`config.mk`:
```
export PLATFORM = sky130hd
export DESIGN_NAME = pc_sequencer
export DESIGN_NICKNAME = d
export VERILOG_FILES = /design/src/rtl/pc_sequencer.sv
export SDC_FILE = /design/constraint.sdc
export NUM_CORES = 1
export LEC_CHECK = 0
export BUFFER_PORTS_ARGS = -buffer_cell sky130_fd_sc_hd__buf_2
export CAP_MARGIN = 20
export CORE_ASPECT_RATIO = 0.9
export CORE_MARGIN = 10
export CORE_UTILIZATION = 41
export DETAILED_ROUTE_END_ITERATION = 10
export GPL_ROUTABILITY_DRIVEN = 0
export PLACE_DENSITY = 0.67
export SYNTH_ARGS = -nofsm -noshare
export SYNTH_HDL_FRONTEND = slang
export SYNTH_SLANG_ARGS = --single-unit
```
`constraint.sdc`:
```
create_clock -name clk -period 1.9 [get_ports clk]
set_input_delay 0.38 -clock clk [delete_from_list [all_inputs] [get_ports clk]]
set_output_delay 0.38 -clock clk [all_outputs]
set_load 0.03 [all_outputs]
```
`src/rtl/pc_sequencer.sv`:
```
// rtl/pc_sequencer.sv - program-counter / fetch sequencer with retired and taken-branch counters
module pc_sequencer #(
    parameter int PC_WIDTH  = 10,
    parameter int OFF_WIDTH = 8,
    parameter int CNT_WIDTH = 16
) (
    input  logic                 clk,
    input  logic                 rst_n,
    input  logic                 start,
    input  logic                 halt,
    input  logic                 stall,
    input  logic                 br_en,
    input  logic                 jump,
    input  logic [OFF_WIDTH-1:0] br_off,
    input  logic                 abs_jmp,
    input  logic [PC_WIDTH-1:0]  abs_target,
    output logic [PC_WIDTH-1:0]  pc_out,
    output logic                 running,
    output logic                 done,
    output logic [CNT_WIDTH-1:0] instr_cnt,
    output logic [CNT_WIDTH-1:0] taken_cnt
);

    typedef enum logic [1:0] {
        S_IDLE   = 2'd0,
        S_RUN    = 2'd1,
        S_HALTED = 2'd2
    } state_t;

    localparam logic [PC_WIDTH-1:0]  PC_ONE  = 1;
    localparam logic [CNT_WIDTH-1:0] CNT_ONE = 1;

    state_t               r_state, w_state_nxt;
    logic [PC_WIDTH-1:0]  r_pc, w_pc_nxt;
    logic [CNT_WIDTH-1:0] r_instr_cnt, w_instr_nxt;
    logic [CNT_WIDTH-1:0] r_taken_cnt, w_taken_nxt;
    logic                 r_running, r_done;
    logic [PC_WIDTH-1:0]  w_off_ext;
    logic                 w_retire, w_taken;

    // Offset is sign-extended, or truncated when wider than the PC.
    generate
        if (OFF_WIDTH >= PC_WIDTH) begin : g_off_trunc
            assign w_off_ext = br_off[PC_WIDTH-1:0];
        end else begin : g_off_sext
            assign w_off_ext = {{(PC_WIDTH-OFF_WIDTH){br_off[OFF_WIDTH-1]}}, br_off};
        end
    endgenerate

    always_comb begin
        w_state_nxt = r_state;
        w_pc_nxt    = r_pc;
        w_retire    = 1'b0;
        w_taken     = 1'b0;
        w_instr_nxt = r_instr_cnt;
        w_taken_nxt = r_taken_cnt;
        case (r_state)
            S_RUN: begin
                if (stall) begin
                    w_pc_nxt = r_pc;
                end else if (halt) begin
                    w_retire    = 1'b1;
                    w_state_nxt = S_HALTED;
                end else if (abs_jmp) begin
                    w_pc_nxt = abs_target;
                    w_retire = 1'b1;
                    w_taken  = 1'b1;
                end else if (br_en && jump) begin
                    w_pc_nxt = r_pc + w_off_ext;
                    w_retire = 1'b1;
                    w_taken  = 1'b1;
                end else begin
                    w_pc_nxt = r_pc + PC_ONE;
                    w_retire = 1'b1;
                end
            end
            default: begin
                if (start) begin
                    w_state_nxt = S_RUN;
                    w_pc_nxt    = '0;
                end
            end
        endcase
        // Both counters saturate; taken only moves with retire, so taken never exceeds retired.
        if (r_state != S_RUN && start) begin
            w_instr_nxt = '0;
            w_taken_nxt = '0;
        end else begin
            if (w_retire && r_instr_cnt != '1) w_instr_nxt = r_instr_cnt + CNT_ONE;
            if (w_taken && r_taken_cnt != '1) w_taken_nxt = r_taken_cnt + CNT_ONE;
        end
    end

    always_ff @(posedge clk or negedge rst_n) begin
        if (!rst_n) begin
            r_state <= S_IDLE;
        end else begin
            r_state <= w_state_nxt;
        end
    end

    always_ff @(posedge clk or negedge rst_n) begin
        if (!rst_n) begin
            r_pc        <= '0;
            r_instr_cnt <= '0;
            r_taken_cnt <= '0;
            r_running   <= 1'b0;
            r_done      <= 1'b0;
        end else begin
            r_pc        <= w_pc_nxt;
            r_instr_cnt <= w_instr_nxt;
            r_taken_cnt <= w_taken_nxt;
            r_running   <= (w_state_nxt == S_RUN);
            r_done      <= (w_state_nxt == S_HALTED);
        end
    end

    assign pc_out    = r_pc;
    assign running   = r_running;
    assign done      = r_done;
    assign instr_cnt = r_instr_cnt;
    assign taken_cnt = r_taken_cnt;

endmodule

```
# Word-level counts from Yosys, hierarchy flattened
# Cells that the tools add are included.
[totals]
ff_bits = 46
inputBits = 26
out_inout_bits = 44
elab_cells = 47
[classes]
addsub = 4
eq_ne = 8
muxes = 21
n_reduce_logical = 8
[op_table]
columns = ["cell", "count"]
rows = [
  ["$mux 16", 4],
  ["$mux 10", 6],
  ["$add 16x1->16 const B", 2],
  ["$ne 16x16->1 const B", 2],
  ["$add 10x1->10 const B", 1],
  ["$add 10x10->10", 1],
  ["$mux 2", 4],
  ["$mux 1", 7],
  ["$reduce_bool 2->1", 3],
  ["$eq 2x1->1 const B", 2],
  ["$logic_and 1x1->1", 4],
  ["$ne 2x2->1 const B", 2],
  ["$reduce_and 3->1", 1],
  ["$eq 2x2->1 const B", 1],
  ["$ne 2x1->1 const B", 1],
]

# Depth between registers and ports, before layout
# Gate-level depths: netlist (run 1).
[depth]
depth_word = 9
mapped_depth = 8
ltp_nobuf = 8

# Least setup slack after synthesis (run 1)
# No wires, ideal clock.
[synth_timing]
kind = "reg2reg"
from = "reg r_pc[0], in the netlist pc_out[0]"
to = "reg r_pc[6], in the netlist pc_out[6]"
setup_ns = 0.131
arrival_time_ns = 1.965
t_required_ns = 1.769
path_slack_ns = -0.196
path_stages_with_launch = 8
n_path_buf = 0
period_less_slack_ns = 2.096
path_cell_list = "dfrtp_1 > ha_1 > fa_1 > a211oi_1 > o21bai_1 > a21oi_1 > xor2_1 > o211ai_1"
[synth_between]
elab_chain_cells = 6
word_cells_on_any_way = 7
classes_between = "add/sub: 2; mux: 5"
[synth_rtl]
columns = ["item", "line", "source"]
rows = [
  ["start, declared", "34", "logic [PC_WIDTH-1:0] r_pc, w_pc_nxt;"],
  ["start signal, assigned", "110", "r_pc <= w_pc_nxt;"],
  ["$add 10x1->10 or $add 10x10->10 (tied branches)", "73, 69", ""],
  ["$mux 10 (*)", "68", "end else if (br_en && jump) begin"],
  ["$mux 10 (*)", "64", "end else if (abs_jmp) begin"],
  ["$mux 10 (*)", "61", "end else if (halt) begin"],
  ["$mux 10 (*)", "59", "if (stall) begin"],
  ["$mux 10 (*)", "57", "case (r_state)"],
]
# Mark *: on every way between the ends. The rest lies on a longest branch, timed or not. The select of a mux whose other input is x is not followed.
# A chain may end at the register's enable or synchronous reset.

# Worst setup path after layout (run 1)
[layout_timing]
from = "reg r_state[1]"
to = "reg r_taken_cnt[8], in the netlist taken_cnt[8]"
[layout_between]
elab_chain_cells = 4
word_cells_on_any_way = 7
classes_between = "eq/ne: 2; mux: 2; reduce/logical: 3"
[layout_rtl]
columns = ["item", "line", "source"]
rows = [
  ["start, declared", "33", "state_t r_state, w_state_nxt;"],
  ["start signal, assigned", "98", "r_state <= w_state_nxt;"],
  ["$eq 2x1->1", "57", ""],
  ["$mux 1", "57", ""],
  ["$logic_and 1x1->1", "90", "if (w_taken && r_taken_cnt != '1) w_taken_nxt = r_taken_cnt + CNT_ONE;"],
  ["$reduce_bool 2->1 (no line)", "-", ""],
  ["end signal, assigned", "112", "r_taken_cnt <= w_taken_nxt;"],
  ["end, declared", "36", "logic [CNT_WIDTH-1:0] r_taken_cnt, w_taken_nxt;"],
]
# Parallel ways exist; a longest one is shown, timed or not.

==> results of run 1 <==
[power by group]
group	internal (mW)	leakage, nW	switching (mW)
Clock	0.266	0.0447	0.364
Combinational	0.401	1.24	0.597
Sequential	1.08	0.623	0.0849
[path summary, 6_finish.rpt]
path | slack, ns | to | startpoint
worst min register to register | 0.51 | taken_cnt[15]$_DFFE_PN0P_ | taken_cnt[15]$_DFFE_PN0P_
worst min-delay path | 0.05 | instr_cnt[9]$_DFFE_PN0P_ | rst_n
min in group clk | 0.34 | pc_out[5]$_DFFE_PN0P_ | abs_target[5]
max in group asynchronous | 1.63 | pc_out[0]$_DFFE_PN0P_ | rst_n
worst max register to register | -0.10 | taken_cnt[8]$_DFFE_PN0P_ | r_state[1]$_DFF_PN0_
worst max-delay path | -0.10 | taken_cnt[8]$_DFFE_PN0P_ | r_state[1]$_DFF_PN0_
[placed cells by master (no fill, tap or decap), types with 7 or more instances in the layout]
cell type  instances
buf_2             69
ha_1               7
mux2i_1            7
dfrtp_1           45
a21oi_1           11
buf_4             46
nand2_1           28
nand4_1            9
xnor2_1           16
and3_1            14
nand3_1           15
xor2_1            10
nor2_1            34
o21ai_0           12
[sequential cells by signal, summed over array words and instances, names as in the netlist]
| name | count |
|---|---|
| instr_cnt | 16 |
| taken_cnt | 16 |
| pc_out | 10 |
| r_state | 2 |
| done | 1 |
| running | 1 |
[cell families after synthesis]
kind of cell / Yosys count / share of synthesized area, %
simple gates: 142 / 26.5
compound gates: 55 / 12.6
flops: 46 / 42.4
xor+xnor: 26 / 8.38
buf+inv: 13 / 1.84
fa+ha+maj: 12 / 5.80
mux: 7 / 2.58
[area by class of cell]
class / count / area [sq um]
tap: 90 / 113
timing repair buffer: 117 / 722
multi-input combinational: 242 / 1730
clock buffer: 5 / 68.8
inverter: 2 / 7.51
clock inverter: 3 / 25.0
sequential: 46 / 1150
fill: 613 / 2700
[metrics by stage]
stage,total power [mW],instances
detailed placement,2.12,497
global route,2.97,505
global placement,2.10,497
finish,2.79,505
CTS,2.78,505
floorplan,1.71,301
[synthesized netlist by cell type (all sizes together) (2+ instances only)]
master | n | area (sq um)
and2 | 2 | 12.5
nor3b | 2 | 15.0
o31ai | 3 | 22.5
nand4 | 9 | 56.3
nor2b | 3 | 18.8
a211oi | 6 | 45.0
and3 | 14 | 87.6
nor2 | 37 | 139
dfrtp | 46 | 1150
nor4 | 6 | 37.5
or3 | 3 | 18.8
o211ai | 4 | 30.0
mux2i | 7 | 70.1
nand2 | 28 | 105
xor2 | 10 | 87.6
ha | 11 | 138
a31oi | 5 | 31.3
inv | 2 | 7.51
nand3 | 16 | 80.1
a21oi | 13 | 65.1
xnor2 | 16 | 140
or4b | 2 | 23.8
o21ai | 14 | 70.1
a21o | 5 | 37.5
nor3 | 11 | 55.1
clkbuf | 10 | 37.5
nand2b | 2 | 12.5
[metal layers]
metal	GRT usage, %	wire length [microns]	share of wire [%]
met4	3.12	46	0.59
met1	18.7	3480	44
met5	0	0	0
met3	3.05	301	3.8
met2	25.4	4030	51
[what timing repair did]
| item | CTS | global route |
|---|---|---|
| gates resized for setup | 10 | 25 |
| pin swaps | 14 | 12 |
| hold buffers | 0 | 0 |
| setup endpoints to repair | 10 | 21 |
==> impl_metrics.toml, run 1 <==
[sta]
hold-worst-slack_ns = 0.0464
fmax_mhz = 499
layout_min_cycle_time_ns = 2.00
fin_crit_sh_pct = 105
worst_pin_slew_ns = 0.599
fin_setup_tns_ns = -0.375
maxSlewViolCount = 0
fin_worst_skew_ns = 0.00686
hold_viol_final = 0
layout_setup_ws_ns = -0.104
maxSlewHeadroom_pct = 60.0
setup_viol = 5
grt_setup_unrepaired = "yes"

[setup_path]
cp_data_arrival_time_ns = 2.19
crit_required_ns = 2.09
end_kind = "flip-flop"
critical_path_depth = 5
cp_slowest_cell = "or4b_4"
critPathBufInv = 0
reg2reg_depth = 5
path_cells = "or4b_4 -> or4b_4 -> nor3b_2 -> xnor2_1 -> nor2_1"
cp_top_family = "simple AND/OR/NAND/NOR gates"
critPathLaunchType = "flip-flop"
critical_path_class = "flip-flop to flip-flop"
crit_path_frequent_cell = "or4b_4"
critPathMaxFanout = 6
slowest_delay_ns = 0.57

[synth]
synth_top_flop_cell = "dfrtp_1"
yosysWarnings = 0
synthCells = 301
synth.cell_area_sq_um = 2720
seq_area_frac_synth_pct = 42.4
synth_cell_types = 42
synth.ff_latch_count = 46
avgSynthCellArea_sq_um = 9.03
ys_async_sr_fraction_pct = 100
synth_edf_count = 0
synth_nets = 339

[die]
core_area_sq_um = 6520
initial_utilization_pct = 41.7
ioPinCount = 70
die_width_microns = 106
die-area_sq_um = 10300
fp.dieH_microns = 97.2
rows = 28

[cts]
clockRootBuffer = "clkbuf_8"
cts_setup_buffers = 0
cts_buffers = 5
cts_buffer_depth = 2
clock-sinks = 46
cts_tree = "built"
h-tree-depth = 2
insertion_delay_ns = 0.30
clkTransAtPathRegs_ns = 0.10

[routing]
routed-via-count = 2659
wl_microns = 7860
drt_iter0_drc = 99
firstDrtPassIters = 4
drcViolationCount = 0
wl_per_cell_microns = 15.6
ant_nets = 0
viasPerCell = 5.27

[placement]
io_buffers = 69
hpwl_microns = 5960
place_area_sq_um = 3540
pre_cts_slack_ns = -0.318

[global_routing]
grt_pass1_vias = 2682
track_usage_pct = 14.8
antenna_found_initial = 0
gr-total-overflow = 0
grt_pass1_wl_microns = 13000
grt_max_degree = 47

[finish]
fin_util_pct = 58.6
drive_gt1_share_pct = 38.3
finalNetCount = 452
fin_area_sq_um = 3820
area_delta_synth_final_pct = 40.6
num_antenna_cells = 0

[power]
ir_worst_vdd_mv = 0.377
power.leakage_nw = 1.90
power_density_nw_per_um2 = 730

[run_status]
outcome = "finished with violations"
violations = "negative setup slack"

[hold_path]
hp-class = "primary input to asynchronous set/reset pin"

[job]
drv_cap = 0
(Power assumes the default switching activity.)
==> run 2: changes to the inputs <==
--- a/config.mk
+++ b/config.mk
@@ -12,5 +12,5 @@
 export CORE_UTILIZATION = 41
 export DETAILED_ROUTE_END_ITERATION = 10
-export GPL_ROUTABILITY_DRIVEN = 0
+export GPL_ROUTABILITY_DRIVEN = 1
 export PLACE_DENSITY = 0.67
 export SYNTH_ARGS = -nofsm -noshare
==> constraint.sdc (replaced) <==
create_clock -name clk -period 1.9 [get_ports clk]
set_input_delay 0.38 -clock clk [delete_from_list [all_inputs] [get_ports clk]]
set_output_delay 0.38 -clock clk [all_outputs]
set_load 0.005 [all_outputs]
==> run 2 against run 1 <==
Against the previous run: the run still ends with negative setup slack left; first-iteration DRC count rose by 20%; clock skew rose by 0.0050 ns; die area did not move; largest power group unchanged; critical path depth rose by 2; clock power fell by 1%; critical endpoint is now pc_out[4]$_DFFE_PN0P_; worst setup slack improved by 0.0015 ns; clock-buffer cell count did not move; highest routed layer unchanged; total power fell by 6.1%.
==> impl_metrics.toml, run 2 (same netlist as run 1, synthesis figures left out) <==
[run_status]
outcome = "finished with violations"
violations = "negative setup slack"

[placement]
place_area_sq_um = 3490
pre_cts_slack_ns = -0.340
dp_cells = 494
gp_congestion = 0.893
io_buffers = 69
hpwl_microns = 5770

[sta]
maxSlewViolCount = 0
fin_crit_sh_pct = 105
hold-worst-slack_ns = 0.149
grt_setup_unrepaired = "yes"
layout_setup_ws_ns = -0.103
fin_worst_skew_ns = 0.0119
setup_viol = 6
fmax_mhz = 499
hold_viol_final = 0
worst_pin_slew_ns = 0.583
fin_setup_tns_ns = -0.418
maxSlewHeadroom_pct = 61.1
layout_min_cycle_time_ns = 2.00

[global_routing]
gr-total-overflow = 0
grt_max_degree = 47
grt_pass1_wl_microns = 12900
grt_pass1_vias = 2680
antenna_found_initial = 0
track_usage_pct = 14.9

[setup_path]
critPathMaxFanout = 3
cp_data_arrival_time_ns = 2.20
r2r_start = "pc_out[0]$_DFFE_PN0P_"
end_kind = "flip-flop"
crit_required_ns = 2.10
critical_path_class = "flip-flop to flip-flop"
reg2reg_slack_ns = -0.10
critPathLaunchType = "flip-flop"
timing.rr.end = "pc_out[4]$_DFFE_PN0P_"
reg2reg_depth = 7

[die]
fp.dieH_microns = 97.2
die-area_sq_um = 10300
die_width_microns = 106
core_area_sq_um = 6520
initial_utilization_pct = 41.7
rows = 28
ioPinCount = 70

[routing]
drt_iter0_drc = 119
firstDrtPassIters = 4
ant_nets = 0
drcViolationCount = 0
routed-via-count = 2731
viasPerCell = 5.41
wl_microns = 8090
wl_per_cell_microns = 16.0

[finish]
drive_gt1_share_pct = 39.3
finalNetCount = 452
stdcell_count = 505
num_antenna_cells = 0
area_delta_synth_final_pct = 41.3
fin_area_sq_um = 3840
seqCellArea_sq_um = 1150
multiInputGateArea_sq_um = 1760
mostFrequentLayoutCell = "buf_2"
fin_util_pct = 58.9
fillCellCount = 597
most-common-layout-cells = "69 x buf_2, 46 x dfrtp_1, 45 x buf_4"

[cts]
insertion_delay_ns = 0.31
clockRootBuffer = "clkbuf_8"
clkTransAtPathRegs_ns = 0.10
cts_buffer_depth = 2
h-tree-depth = 2
clock-sinks = 46
cts_tree = "built"
cts_buffers = 5

[power]
power.leakage_nw = 1.90
power_density_nw_per_um2 = 682
ir_worst_vdd_mv = 0.492
finalPower_mw = 2.62

[hold_path]
hp-class = "primary input to asynchronous set/reset pin"

[job]
drv_cap = 0
## run 2: layer usage
layer	part of all wire [%]	global-route usage, %
met4	1.6	4.06
met3	4.2	3.45
met2	50	24.8
met5	0	0
met1	44	18.9
## run 2: what timing repair did
item,in CTS,in global routing
setup endpoints to repair,7,25
setup buffers,0,3
hold buffers,0,0
gates resized for setup,6,40
cloned,0,0
pin swaps,5,10
## run 2: area by class of cell
| cell class | instances | share of cell area (%) |
|---|---|---|
| multi-input cells | 242 | 45.9 |
| flip-flops and latches | 46 | 30.0 |
| repair buffers | 117 | 18.7 |
| well taps | 90 | 2.93 |
| clock buffers | 5 | 1.79 |
| clock inverters | 3 | 0.554 |
| inverters | 2 | 0.196 |
## run 2: worst max-delay path by stage
stage               depth (start not counted)  slack [ns]                   from                         to
finish                                      7       -0.10  pc_out[0]$_DFFE_PN0P_      pc_out[4]$_DFFE_PN0P_
detailed placement                          5       -0.34                   halt  taken_cnt[10]$_DFFE_PN0P_
floorplan                                   5       -0.18                   halt  taken_cnt[10]$_DFFE_PN0P_
CTS                                         5       -0.11   r_state[1]$_DFF_PN0_   taken_cnt[8]$_DFFE_PN0P_
global route                                9       -0.18                   jump      pc_out[4]$_DFFE_PN0P_
global placement                            6       -0.30                   halt   taken_cnt[8]$_DFFE_PN0P_
## run 2: where the power goes
part	internal, mW	switching, mW
combinational	0.406	0.434
clock	0.259	0.365
sequential	1.07	0.0804
## run 2: worst max-delay path, cell delays in order (launching register included)
cell and delay (ns):
dfrtp_1 0.41, ha_2 0.21, fa_2 0.38, buf_4 0.16, a21o_1 0.18, a211oi_1 0.32
or3_4 0.20, a21oi_2 0.04
